<file path="src/rtl/fifo_pkg.sv">
// Shared definitions for the DMA FIFO read/write controllers.
//   AW_DEF        default log2 depth of the storage array
//   ptr_t         pointer type: index plus wrap bit
//   MODE_*        BYTE_MODE encodings
//   byte_lane()   big-endian byte select from a longword
package fifo_pkg;

   localparam int unsigned AW_DEF = 3;
   localparam int unsigned DW     = 32;

   typedef logic [AW_DEF:0] ptr_t;

   localparam logic MODE_LWORD = 1'b0;
   localparam logic MODE_BYTE  = 1'b1;

   localparam logic [1:0] BPTR_LAST = 2'd3;

   // Lane 0 is the most significant byte (big-endian SCSI ordering).
   function automatic logic [7:0] byte_lane(input logic [DW-1:0] word,
                                            input logic [1:0]    bptr);
      logic [7:0] lane;
      lane = 8'h00;
      case (bptr)
         2'd0: lane = word[31:24];
         2'd1: lane = word[23:16];
         2'd2: lane = word[15:8];
         2'd3: lane = word[7:0];
         default: lane = 8'h00;
      endcase
      return lane;
   endfunction

endpackage : fifo_pkg

</file>
<file path="src/rtl/fifo_rd_ptr.sv">
// AW+1-bit FIFO pointer counter (index plus wrap bit).
//   CLK     system clock
//   RST_    asynchronous active-low reset, clears the pointer
//   inc     advance pointer by one (modulo 2^(AW+1))
//   ld      synchronous load of ld_val, takes priority over inc
//   ld_val  value loaded when ld is high
//   ptr     current pointer
module fifo_rd_ptr
   import fifo_pkg::*;
#(
   parameter int unsigned AW = AW_DEF
) (
   input  logic        CLK,
   input  logic        RST_,
   input  logic        inc,
   input  logic        ld,
   input  logic [AW:0] ld_val,
   output logic [AW:0] ptr
);

   localparam int unsigned PW = AW + 1;

   // Natural binary overflow gives index wrap and wrap-bit toggle together.
   always_ff @(posedge CLK or negedge RST_) begin
      if (!RST_) begin
         ptr <= '0;
      end else if (ld) begin
         ptr <= ld_val;
      end else if (inc) begin
         ptr <= ptr + PW'(1);
      end
   end

endmodule : fifo_rd_ptr

</file>
<file path="src/rtl/fifo_rd_ctrl.sv">
// Read-side controller for the 8 x 32 DMA FIFO.
// Owns the read pointer, flags EMPTY/FULL against the write pointer, and
// prefetches one longword into an output register presented over a
// valid/ready handshake, either whole or as four big-endian bytes.
//   CLK, RST_   clock, asynchronous active-low reset
//   WPTR        write pointer from the write side
//   RD_DATA     storage word at RD_ADDR (asynchronous read)
//   BYTE_MODE   1 = byte unpacking, 0 = longword
//   FLUSH       discard all unread data
//   DOUT_READY  consumer accepts DOUT
//   RD_ADDR     storage read index
//   RPTR        read pointer back to the write side
//   EMPTY/FULL  storage occupancy flags
//   DOUT        output data, DOUT_VALID qualifies it
//   LEVEL       unread storage entries (only with FIFO_RD_LEVEL_EN defined)
module fifo_rd_ctrl
   import fifo_pkg::*;
#(
   parameter int unsigned AW = AW_DEF
) (
   input  logic          CLK,
   input  logic          RST_,
   input  logic [AW:0]   WPTR,
   input  logic [DW-1:0] RD_DATA,
   input  logic          BYTE_MODE,
   input  logic          FLUSH,
   input  logic          DOUT_READY,
   output logic [AW-1:0] RD_ADDR,
   output logic [AW:0]   RPTR,
   output logic          EMPTY,
   output logic          FULL,
   output logic [DW-1:0] DOUT,
`ifdef FIFO_RD_LEVEL_EN
   output logic [AW:0]   LEVEL,
`endif
   output logic          DOUT_VALID
);

   logic [DW-1:0] oreg;
   logic [1:0]    bptr;
   logic          xfer_c;
   logic          consume_c;
   logic          load_c;

   // Occupancy flags from pointer comparison.
   always_comb begin
      EMPTY = (WPTR == RPTR);
      FULL  = (WPTR[AW-1:0] == RPTR[AW-1:0]) && (WPTR[AW] != RPTR[AW]);
   end

   // Handshake: a word is consumed on its last byte, or at once in longword mode.
   always_comb begin
      xfer_c    = DOUT_VALID & DOUT_READY;
      consume_c = xfer_c;
      if (BYTE_MODE == MODE_BYTE) begin
         consume_c = xfer_c & (bptr == BPTR_LAST);
      end
      load_c    = !EMPTY & (!DOUT_VALID | consume_c);
   end

   fifo_rd_ptr #(
      .AW     (AW)
   ) u_rd_ptr (
      .CLK    (CLK),
      .RST_   (RST_),
      .inc    (load_c),
      .ld     (FLUSH),
      .ld_val (WPTR),
      .ptr    (RPTR)
   );

   assign RD_ADDR = RPTR[AW-1:0];

   // Output stage: refill on the same edge as consume keeps DOUT_VALID high.
   always_ff @(posedge CLK or negedge RST_) begin
      if (!RST_) begin
         oreg       <= '0;
         DOUT_VALID <= 1'b0;
         bptr       <= 2'd0;
      end else if (FLUSH) begin
         DOUT_VALID <= 1'b0;
         bptr       <= 2'd0;
      end else begin
         if (load_c) begin
            oreg       <= RD_DATA;
            DOUT_VALID <= 1'b1;
         end else if (consume_c) begin
            DOUT_VALID <= 1'b0;
         end
         // A longword xfer mid-word drops the remaining bytes.
         if (xfer_c) begin
            if (BYTE_MODE == MODE_BYTE) begin
               bptr <= bptr + 2'd1;
            end else begin
               bptr <= 2'd0;
            end
         end
      end
   end

   // Output mux follows the current mode.
   always_comb begin
      DOUT = oreg;
      if (BYTE_MODE == MODE_BYTE) begin
         DOUT = {24'h0, byte_lane(oreg, bptr)};
      end
   end

`ifdef FIFO_RD_LEVEL_EN
   assign LEVEL = WPTR - RPTR;
`endif

endmodule : fifo_rd_ctrl

</file>
<file path="config.mk">
export PLATFORM = sky130hd
export DESIGN_NAME = fifo_rd_ctrl
export DESIGN_NICKNAME = d
export VERILOG_FILES = /design/src/rtl/fifo_pkg.sv /design/src/rtl/fifo_rd_ptr.sv /design/src/rtl/fifo_rd_ctrl.sv
export SDC_FILE = /design/constraint.sdc
export NUM_CORES = 1
export LEC_CHECK = 0
export CORE_ASPECT_RATIO = 0.7
export CORE_MARGIN = 3
export CORE_UTILIZATION = 45
export DETAILED_ROUTE_END_ITERATION = 12
export PLACE_DENSITY = 0.82
export SETUP_SLACK_MARGIN = 0.05
export SLEW_MARGIN = 20
export SYNTH_ARGS = -nofsm -noshare
export SYNTH_HDL_FRONTEND = slang
export SYNTH_SLANG_ARGS = --single-unit
export TNS_END_PERCENT = 10
</file>
<file path="constraint.sdc">
create_clock -name CLK -period 3.75 [get_ports CLK]
set_input_delay 0.9375 -clock CLK [delete_from_list [all_inputs] [get_ports CLK]]
set_output_delay 0.9375 -clock CLK [all_outputs]
set_load 0.01 [all_outputs]
</file>
==> impl_metrics.yaml <==
worst_setup_path:
  reg2reg_depth: 6
  crit_type: "in -> out"
  cp-end-kind: "output pin"
  timing.rr.start: "bptr[0]$_DFFE_PN0P_"
  worstSetupStartpoint: "BYTE_MODE"
  arrival_ps: 2500
  cp-start-kind: "input pin"
  crit_required_ps: 2810
  crit_fanout: 43
layout:
  layout.cells.non_filler: 332
  antenna-diode-count: 0
  fillCellCount: 351
  drive_above_1_share: 0.148
  syn2layout_area_growth_pct: 41.7
  nets: 322
clock_network:
  cts_setup_buffers: 0
  clk_latency_ps: 280
  tritoncts: "yes"
  clock-sinks: 39
  ctsHoldBuffers: 0
  cts_resized: 0
  root_buffer: "clkbuf_8"
  path_clk_slew_ps: 70
  clockBufferDepth: 2
  cts_htree_levels: 2
  cts_made_buffers: 5
floorplanning:
  num_rows: 20
  dieArea_mm2: 0.00573
  core_area_mm2: 0.00450
  ioPinCount: 83
  initial_utilization: 0.484
  die_y_um: 64.3
  die_w_um: 89.2
synthesis:
  synth.avg_cell_area_um2: 11.0
  synth_seq_cells: 39
  synthArstFlopShare: 1.00
  netlist_instances: 198
  seq_area_frac_synth: 0.447
  yosysWarnings: 0
  synth_edf_count: 0
  ys_types: 33
  synth_area_mm2: 0.00218
  syn_nets: 244
  synth_top_flop_cell: "dfrtp_1"
power_and_ir_drop:
  p_leak_nw: 1.26
  ir_worst_vdd_mv: 0.231
  pwr_density_cell_mw_per_mm2: 420
  p_total_mw: 1.30
status:
  status: "complete, no violations"
global_route:
  overflow: 0
  antenna_found_initial: 0
  grt_usage: 0.201
  grt_pass1_wl_mm: 8.80
  grt_pass1_vias: 1763
  grt_max_degree: 44
hold_path:
  min_from: "oreg[26]$_DFFE_PN0P_"
  whs_path_depth: 1
  hp-class: "reg -> reg"
detailed_routing:
  wl_mm: 5.43
  via_count: 1790
  first_pass_iters: 4
  wl_per_cell_um: 16.4
  drc: 0
  drtIter0Drc: 64
  routed_via_density: 5.39
  drtAntennaViolNets: 0
sta:
  relSlewSlack: 0.432
  final.setup.tns_ps: 0
  clock_skew_ps: 6.46
  hold_viol: 0
  min_period_ps: 3440
  worst_slew_pin_slew_ps: 852
  fin_ws_ps: 311
  rsz0062_at_grt: "false"
  finalCritPeriodShare: 0.917
  drv_slew: 0
  final-setup-viol-count: 0
  max_clock_freq_mhz: 291
placed_design:
  io_buffers: 82
  place.gp.congestion: 0.782
  post-place-ws_ps: 301
  placed_cells_incl_taps: 324
  place_hpwl_mm: 4.06
run:
  cap_violations: 0
-- area by class of cell --
class	instances	area (um2)	area share
clock buffer	7	76.3	0.0247
clock inverter	1	5.00	0.00162
inverter	13	48.8	0.0158
multi-input combinational	131	1060	0.342
sequential	39	976	0.316
tap	55	68.8	0.0223
timing repair buffer	86	858	0.278
-- power by group --
group | switching, mW | internal [mW] | leakage, nW
Combinational | 0.174 | 0.281 | 0.755
Sequential | 0.0731 | 0.504 | 0.460
Clock | 0.136 | 0.131 | 0.0422
-- state kept, by name, indices dropped and copies added, names as in the netlist --
name / cells
DOUT_VALID: 1
bptr: 2
oreg: 32
u_rd_ptr.ptr: 4
-- placed cells by master (no fill, tap or decap), types with 4 or more instances in the layout --
master | synthesis | routed
xnor2_1 | 4 | 4
nor2b_1 | 32 | 32
o22ai_1 | 7 | 7
nor2_1 | 4 | 4
clkdlybuf4s50_1 | 0 | 81
a22oi_1 | 7 | 7
dfrtp_1 | 39 | 39
ha_1 | 5 | 5
clkbuf_8 | 0 | 5
inv_1 | 13 | 13
mux2_2 | 29 | 29
nand2_1 | 5 | 5
a221o_1 | 8 | 8
-- cells by family after synthesis --
| group | Yosys count | share of synthesized area |
|---|---|---|
| compound gates | 37 | 0.127 |
| xor+xnor | 4 | 0.0161 |
| fa+ha+maj | 5 | 0.0287 |
| buf+inv | 28 | 0.0677 |
| flops | 39 | 0.447 |
| mux | 32 | 0.165 |
| simple gates | 53 | 0.149 |
-- routing by layer --
layer / track usage / share of wire / up-vias
met5: 0 / 0 / -
met3: 0.0644 / 0.070 / 2
li1: - / - / 861
met4: 0.0372 / 0.0044 / 0
met2: 0.299 / 0.44 / 57
met1: 0.288 / 0.49 / 870
-- path summary, 6_finish.rpt --
path | end | slack, ps
worst max-delay path | DOUT[2] | 310
max in group asynchronous | oreg[28]$_DFFE_PN0P_ | 2450
worst min register to register | oreg[26]$_DFFE_PN0P_ | 510
min in group asynchronous | oreg[10]$_DFFE_PN0P_ | 760
worst max register to register | oreg[5]$_DFFE_PN0P_ | 1570
worst min-delay path | oreg[26]$_DFFE_PN0P_ | 510
-- worst max-delay path: stages --
cell,delay [ps]
clkdlybuf4s50_1,510
buf_12,220
a22oi_1,100
o22ai_1,160
clkdlybuf4s50_1,560
-- synthesized netlist by cell type (4+ instances only) --
cell type / number / share of area
inv_1: 13 / 0.022
nand2_1: 5 / 0.0086
nor2_1: 4 / 0.0069
o22ai_1: 7 / 0.020
clkbuf_1: 7 / 0.012
mux2_2: 29 / 0.15
xnor2_1: 4 / 0.016
dfrtp_1: 39 / 0.45
nor2b_1: 32 / 0.092
ha_1: 5 / 0.029
buf_6: 4 / 0.021
a221o_1: 8 / 0.037
a22oi_1: 7 / 0.024
-- stage by stage --
step                utilization  instance area (um2)  hold WS, ps
floorplan                     -                 2180          473
global placement          0.668                 3010          495
detailed placement        0.668                 3010          501
CTS                       0.686                 3090          519
global route              0.686                 3090          547
finish                    0.686                 3090          511
Note: power is estimated with default switching activity, not from simulation.
